File: config.mk
export PLATFORM = sky130hd
export DESIGN_NAME = cam_op_sequencer
export DESIGN_NICKNAME = d
export VERILOG_FILES = /design/src/rtl/cam_op_sequencer.sv
export SDC_FILE = /design/constraint.sdc
export NUM_CORES = 1
export LEC_CHECK = 0
export BUFFER_PORTS_ARGS = -buffer_cell sky130_fd_sc_hd__buf_2
export CORE_MARGIN = 2
export CORE_UTILIZATION = 35
export CTS_BUF_LIST = sky130_fd_sc_hd__clkbuf_2
export CTS_CLUSTER_DIAMETER = 40
export DETAILED_ROUTE_END_ITERATION = 8
export GPL_TIMING_DRIVEN = 0
export HOLD_SLACK_MARGIN = 0.12
export PLACE_DENSITY = 0.65
export SYNTH_ARGS = -nofsm -noshare
export SYNTH_HDL_FRONTEND = slang
export SYNTH_SLANG_ARGS = --single-unit
File: constraint.sdc
create_clock -name CLK -period 6.9 [get_ports CLK]
set_clock_uncertainty 0.05 [all_clocks]
set_input_delay 1.38 -clock CLK [delete_from_list [all_inputs] [get_ports CLK]]
set_output_delay 1.38 -clock CLK [all_outputs]
set_load 0.01 [all_outputs]
File: src/rtl/cam_op_sequencer.sv
// cam_op_sequencer: one-command-at-a-time sequencer driving CAM_Subarray pins,
// capturing search tags into an accumulator and returning tag plus hit count.
module cam_op_sequencer #(
  parameter int DATA_W = 32,
  parameter int CMP_AW = 10,
  parameter int PPG_AW = 6,
  parameter int HIT_W  = 6
) (
  input  logic              CLK,
  input  logic              RST_N,
  input  logic              cmd_valid,
  output logic              cmd_ready,
  input  logic [2:0]        cmd_op,
  input  logic              cmd_addr_select,
  input  logic [CMP_AW-1:0] cmd_cmp_addr,
  input  logic [PPG_AW-1:0] cmd_ppg_addr,
  input  logic [1:0]        cmd_cmp_data,
  input  logic [1:0]        cmd_ppg_data,
  input  logic [DATA_W-1:0] cmd_data,
  input  logic [DATA_W-1:0] cmd_tag,
  input  logic              cmd_upd_val,
  input  logic              cmd_chain,
  input  logic [1:0]        cmd_acc,
  output logic              sa_chip_enable,
  output logic [2:0]        sa_operation_mode,
  output logic              sa_addr_select,
  output logic [CMP_AW-1:0] sa_cmp_addr,
  output logic [PPG_AW-1:0] sa_ppg_addr,
  output logic [1:0]        sa_cmp_data,
  output logic [1:0]        sa_ppg_data,
  output logic [DATA_W-1:0] sa_data_in,
  output logic [DATA_W-1:0] sa_tag_in,
  output logic              sa_update_signal,
  input  logic [DATA_W-1:0] sa_tag_out,
  output logic              rsp_valid,
  input  logic              rsp_ready,
  output logic [DATA_W-1:0] rsp_tag,
  output logic [HIT_W-1:0]  rsp_hits,
  output logic              rsp_err
);
  typedef enum logic [2:0] {IDLE, ISSUE, CAPTURE, UPDATE, RESP} state_t;
  state_t state_q, state_d;
  logic wr_q, chain_q, upd_q;
  logic [1:0] accm_q;
  logic [DATA_W-1:0] acc_q, acc_d;
  logic [HIT_W-1:0] hits_q, hits_d;
  logic accept, illegal;
  assign accept  = cmd_valid && cmd_ready;
  assign illegal = cmd_op == 3'b111;
  assign rsp_tag  = acc_q;
  assign rsp_hits = hits_q;
  always_comb begin
    state_d = state_q;
    acc_d   = acc_q;
    hits_d  = hits_q;
    unique case (state_q)
      IDLE:    state_d = accept ? (illegal ? RESP : ISSUE) : IDLE;
      ISSUE:   state_d = wr_q ? RESP : CAPTURE;
      CAPTURE: begin
        acc_d   = accm_q == 2'b01 ? acc_q & sa_tag_out :
                  accm_q == 2'b10 ? acc_q | sa_tag_out : sa_tag_out;
        hits_d  = HIT_W'($countones(acc_d));
        state_d = chain_q ? UPDATE : RESP;
      end
      UPDATE:  state_d = RESP;
      RESP:    state_d = rsp_ready ? IDLE : RESP;
      default: state_d = IDLE;
    endcase
  end
  always_ff @(posedge CLK or negedge RST_N) begin
    if (!RST_N) begin
      state_q           <= IDLE;
      wr_q              <= 1'b0;
      chain_q           <= 1'b0;
      upd_q             <= 1'b0;
      accm_q            <= 2'b00;
      acc_q             <= '0;
      hits_q            <= '0;
      cmd_ready         <= 1'b0;
      rsp_valid         <= 1'b0;
      rsp_err           <= 1'b0;
      sa_chip_enable    <= 1'b0;
      sa_operation_mode <= 3'b000;
      sa_addr_select    <= 1'b0;
      sa_cmp_addr       <= '0;
      sa_ppg_addr       <= '0;
      sa_cmp_data       <= 2'b00;
      sa_ppg_data       <= 2'b00;
      sa_data_in        <= '0;
      sa_tag_in         <= '0;
      sa_update_signal  <= 1'b0;
    end else begin
      state_q        <= state_d;
      acc_q          <= acc_d;
      hits_q         <= hits_d;
      cmd_ready      <= state_d == IDLE;
      rsp_valid      <= state_d == RESP;
      sa_chip_enable <= state_d == ISSUE || state_d == UPDATE;
      if (state_q == RESP && rsp_ready) rsp_err <= 1'b0;
      if (state_q == IDLE && accept) begin
        wr_q    <= cmd_op[2:1] == 2'b00;
        chain_q <= cmd_chain;
        upd_q   <= cmd_upd_val;
        accm_q  <= cmd_acc;
        rsp_err <= illegal;
        // illegal commands never reach the array, so its pins keep their last value
        if (!illegal) begin
          sa_operation_mode <= cmd_op;
          sa_addr_select    <= cmd_addr_select;
          sa_cmp_addr       <= cmd_cmp_addr;
          sa_ppg_addr       <= cmd_ppg_addr;
          sa_cmp_data       <= cmd_cmp_data;
          sa_ppg_data       <= cmd_ppg_data;
          sa_data_in        <= cmd_data;
          sa_tag_in         <= cmd_tag;
          sa_update_signal  <= cmd_upd_val;
        end
      end
      if (state_d == UPDATE) begin
        sa_operation_mode <= 3'b001;
        sa_addr_select    <= 1'b0;
        sa_tag_in         <= acc_d;
        sa_update_signal  <= upd_q;
      end
    end
  end
endmodule

### Word level (Yosys, flattened, before mapping)

Cells that the tools add are included.

* output and inout bits: 131
* register bits: 139
* input bits: 128
* word-level logic and storage cells: 99

* reductions and logical operators: 11
* mux-type cells: 23
* eq/ne operators: 11
* add/sub/neg operators: 31
* bitwise operators: 3

Operators with widths (count)
* $mux 32: 6
* $add 1x1->2: 16
* $and 32x32->32: 1
* $or 32x32->32: 1
* $add 2x2->3: 8
* $mux 3: 8
* $add 3x3->4: 4
* $pmux 3 s5: 1
* $add 4x4->5: 2
* $eq 3x2->1 const B: 3
* $eq 3x3->1 const B: 3
* $mux 1: 8
* $add 5x5->6: 1
* $eq 3x1->1 const B: 2
* $logic_not 3->1: 2
* $reduce_and 2->1: 2
* $reduce_bool 2->1: 2
* $logic_and 1x1->1: 3
* $eq 2x1->1 const B: 1
* $eq 2x2->1 const B: 1
* $logic_not 2->1: 1
* $ne 2x1->1 const B: 1
* $logic_or 1x1->1: 1
* $not 1->1: 1

### Depth between registers and ports, before layout

* word-level depth: 8
* mapped depth: 21
* gate-level depth less buffers: 19

### Least setup slack after synthesis

No wires, ideal clock.

* path type: input -> register
* from: in sa_tag_out[25]
* to: reg hits_q[4] (netlist: rsp_hits[4])
* cell stages on the path: 17
* setup slack: 0.906 ns
* data arrival time: 5.812 ns
* path buffers: 0
* required time: 6.718 ns
* library setup time: 0.132 ns
* cell sequence: a21o_1 > o21ai_0 > fa_1 > fa_1 > inv_1 > fa_1 > inv_1 > fa_1 > fa_1 > fa_1 > inv_1 > ha_1 > fa_1 > a21o_1 > a21oi_1 > xor2_1 > o21ai_1

* word-level cells in the longest chain between the ends: 8
* elaborated cells on any way between the ends: 9
* classes of those cells: add/sub (5); mux (2); bitwise (2)

RTL lines
* start, declared: line 34 `input logic [DATA_W-1:0] sa_tag_out,`
* $or 32x32->32: line 61 `accm_q == 2'b10 ? acc_q | sa_tag_out : sa_tag_out;`
* $mux 32: line 61
* $mux 32 *: line 60 `acc_d = accm_q == 2'b01 ? acc_q & sa_tag_out :`
* $add 1x1->2 (not written as such) *: line 62 `hits_d = HIT_W'($countones(acc_d));`
* $add 2x2->3 (not written as such) *: line 62
* $add 3x3->4 (not written as such) *: line 62
* $add 4x4->5 (not written as such) *: line 62
* $add 5x5->6 (not written as such) *: line 62
* end signal, assigned: line 95 `hits_q <= hits_d;`
* end, declared: line 46 `logic [HIT_W-1:0] hits_q, hits_d;`

Mark *: on every way between the ends. The rest lies on a longest branch, timed or not.
A chain may end at the register's enable or synchronous reset.

### Worst setup path after layout

* from: reg accm_q[1]
* to: reg hits_q[4] (netlist: rsp_hits[4])

* word-level cells in the longest chain between the ends: 8
* elaborated cells on any way between the ends: 35
* classes of those cells: add/sub (31); eq/ne (2); mux (2)

RTL lines
* start, declared: line 44 `logic [1:0] accm_q;`
* start signal, assigned: line 104 `accm_q <= cmd_acc;`
* $eq 2x2->1: line 61
* $mux 32: line 61
* $mux 32 *: line 60
* $add 1x1->2 (not written as such): line 62
* $add 2x2->3 (not written as such): line 62
* $add 3x3->4 (not written as such): line 62
* $add 4x4->5 (not written as such): line 62
* $add 5x5->6 (not written as such) *: line 62

Marks and branches as above.

==> impl_metrics.py <==
metrics = {
    "setup_path": {
        "critPathLaunchType": "register",
        "path_cells": "clkbuf_1, nand2b_1, clkbuf_1, a21o_1, o21ai_0, fa_1, fa_1, inv_1, fa_1, inv_1, fa_1, fa_1, fa_1, inv_1, ha_1, fa_1, a21o_1, a21oi_1, xor2_1, o21ai_1",
        "timing.rr.start": "accm_q[1]",
        "reg2reg_slack_ps": 310,
        "rr_endpoint": "rsp_hits[4]",
        "rr_worst_depth": 20,
        "crit_arrival_ps": 7140,
        "endpoint_kind": "register",
        "path_common_cell": "fa_1",
        "crit_type": "register to register",
        "slowest_delay_ps": 550,
        "worstPathMaxFanout": 10,
        "crit_slowest_cell": "fa_1",
        "crit_required_ps": 7440,
    },
    "synth": {
        "synth_edf_count": 0,
        "dominantRegCellSynth": "dfrtp_1",
        "syn_area_per_cell_um2": 10.03,
        "synth_async_sr_flop_share_pct": 100.0,
        "seq_area_frac_synth_pct": 47.46,
        "ys_types": 36,
        "syn_inst": 731,
        "synth_fp_nets": 890,
        "ys_ff_latch": 139,
        "ys_warn_count": 0,
        "synth_area_mm2": 0.007330,
    },
    "timing": {
        "fin_tns_setup_ps": 0,
        "slew_violations": 0,
        "finalCriticalPeriod_ps": 6592,
        "tightest_slew_ps": 726.2,
        "rsz0062_at_grt": "no",
        "maxClockFrequency_mhz": 151.7,
        "slew_headroom_pct": 51.59,
        "hold_viol_final": 0,
        "fin_crit_sh_pct": 95.54,
        "finalSetupViolCount": 0,
    },
    "grt": {
        "grt_overflow_total": 0,
        "antenna_found_initial": 4,
        "grt_use_total_pct": 20.38,
        "grt_max_degree": 80,
        "grt_pass1_vias": 6386,
        "grt_pass1_wl_um": 34660,
    },
    "clock_network": {
        "cts_htree_levels": 4,
        "post_cts_buffers": 0,
        "ctsLongestPathBuffers": 2,
        "cts.repair.resized": 0,
        "cts.sinks": 139,
        "cts.reportedPaths.clkPinSlew_ps": 250,
        "root_buffer": "clkbuf_2",
        "worstSkewPairLatency_ps": 710,
        "cts_tree": "yes",
        "numCtsBuffers": 17,
        "cts_hold_buffers": 0,
    },
    "worst_hold_path": {
        "hold_start": "sa_ppg_addr[3]",
        "min_to": "sa_ppg_addr[3]",
        "min_path_cells": 2,
        "min_path_type": "register to register",
    },
    "final_layout": {
        "layout-drive-gt1-share_pct": 36.79,
        "syn2layout_area_growth_pct": 25.64,
        "final_nets": 1168,
    },
    "run": {
        "maxCapViolCount": 0,
    },
    "route": {
        "firstDrtPassIters": 5,
        "wl_met2_um": 10370,
        "routed_wl_um": 21950,
        "via_per_inst": 4.943,
        "wl_met1_um": 9372,
        "wl_per_cell_um": 16.97,
        "first_iter_violations": 275,
        "vias": 6391,
        "top_layer": "met5",
        "postRouteAntennaNets": 0,
        "drcViolationCount": 0,
        "met3_length_um": 1804,
    },
    "floorplan": {
        "initial_core_util_pct": 35.99,
        "rows": 52,
        "core_mm2": 0.02036,
        "die_w_um": 148.7,
        "die_h_um": 148.7,
        "dieArea_mm2": 0.02211,
        "ios": 259,
    },
    "placed_design": {
        "portBuffers": 258,
        "finalWeightedCongestion": 0.8015,
        "dp_hpwl_um": 16810,
    },
    "status": {
        "run_status": "complete, no violations",
    },
}
[layer usage]
layer / track usage, % / vias to the layer above
met5: 0 / -
met4: 5.952 / 6
met3: 6.104 / 29
met2: 33.26 / 255
met1: 26.32 / 3054
li1: - / 3047
[cell usage after synthesis (7+ instances only)]
| cell | instances | area share [%] |
|---|---|---|
| nand3_1 | 7 | 0.48 |
| clkbuf_1 | 26 | 1.3 |
| mux2i_1 | 32 | 4.4 |
| a21oi_1 | 17 | 1.2 |
| fa_1 | 24 | 6.6 |
| ha_1 | 7 | 1.2 |
| mux2_2 | 66 | 10 |
| o21ai_0 | 25 | 1.7 |
| nand2_1 | 210 | 11 |
| inv_1 | 25 | 1.3 |
| nor2_1 | 25 | 1.3 |
| a21o_1 | 22 | 2.3 |
| a22oi_1 | 32 | 3.3 |
| buf_2 | 9 | 0.61 |
| o22ai_1 | 31 | 2.6 |
| dfrtp_1 | 139 | 47 |
[area by class of cell]
class / instances / area (um2)
clock inverters: 14 / 123.9
clock buffers: 18 / 90.09
diodes: 1 / 2.502
multi-input cells: 522 / 3551
plain buffers: 45 / 206.4
flip-flops and latches: 139 / 3478
repair buffers: 259 / 1325
well taps: 270 / 337.8
fillers: 1985 / 11160
inverters: 25 / 93.84
[worst max-delay path: cells and delay by family (launching register included)]
family	cells	cell delay (ps)
compound gates	5	800
xor+xnor	1	220
fa+ha+maj	8	3670
buf+inv	5	1020
flops	1	460
simple gates	1	230
[cells by family (layout without fill, tap and decap cells)]
| family | count (synthesis) | in the layout | share of synthesized area [%] |
|---|---|---|---|
| and+or+nand+nor | 254 | 254 | 13.84 |
| DFF | 139 | 139 | 47.46 |
| AOI/OAI and AO/OA | 136 | 136 | 11.98 |
| muxes | 98 | 98 | 14.51 |
| buffers and inverters | 70 | 361 | 4.097 |
| adders and majority gates | 31 | 31 | 7.750 |
| xor gates and xnor gates | 3 | 3 | 0.3585 |
| other | 0 | 1 | 0 |
[state kept, by name, summed over array words and instances (netlist names), 2 cells and up]
| signal | count |
|---|---|
| sa_cmp_addr | 10 |
| sa_operation_mode | 3 |
| rsp_hits | 6 |
| accm_q | 2 |
| sa_ppg_data | 2 |
| sa_data_in | 32 |
| rsp_tag | 32 |
| sa_ppg_addr | 6 |
| state_q | 3 |
| sa_tag_in | 32 |
| sa_cmp_data | 2 |
[cell usage in the layout, fill, tap and decap left out, drive strengths merged, types with 7 or more instances in the layout]
cell type	Yosys	routed
mux2	66	66
inv	25	33
buf	19	278
nand2	210	210
fa	24	24
clkbuf	26	44
mux2i	32	32
nand3	7	7
dfrtp	139	139
a21o	22	22
a22oi	32	32
o22ai	31	31
o21ai	28	28
nor2	26	26
ha	7	7
a21oi	17	17
[worst max-delay path by stage]
stage / from / end / slack, ps / cells past startpoint
2_1_floorplan: sa_tag_out[25] / rsp_hits[4] / 910 / 17
3_3_place_gp: accm_q[1] / rsp_hits[4] / 420 / 20
5_1_grt: accm_q[1] / rsp_hits[4] / 100 / 20
6_report: accm_q[1] / rsp_hits[4] / 310 / 20
4_1_cts: accm_q[1] / rsp_hits[4] / 330 / 20
3_5_place_dp: accm_q[1] / rsp_hits[4] / 380 / 20
[metrics by stage]
stage               utilization [%]  instances  hold WS, ps  instance area (um2)  setup WS, ps
floorplan                         -        731        414.4                 7330         905.8
CTS                           45.21       1292        457.9                 9206         325.9
global placement              43.99       1259        403.9                 8959         419.2
global route                  45.22       1293        477.3                 9209         100.4
finish                        45.22       1293        451.7                 9209         307.8
detailed placement            44.16       1260        406.4                 8992         381.3
Power is left out: the tool's default activity adds up to more than one toggle a clock period on the data nets, which glitch-free logic cannot reach.
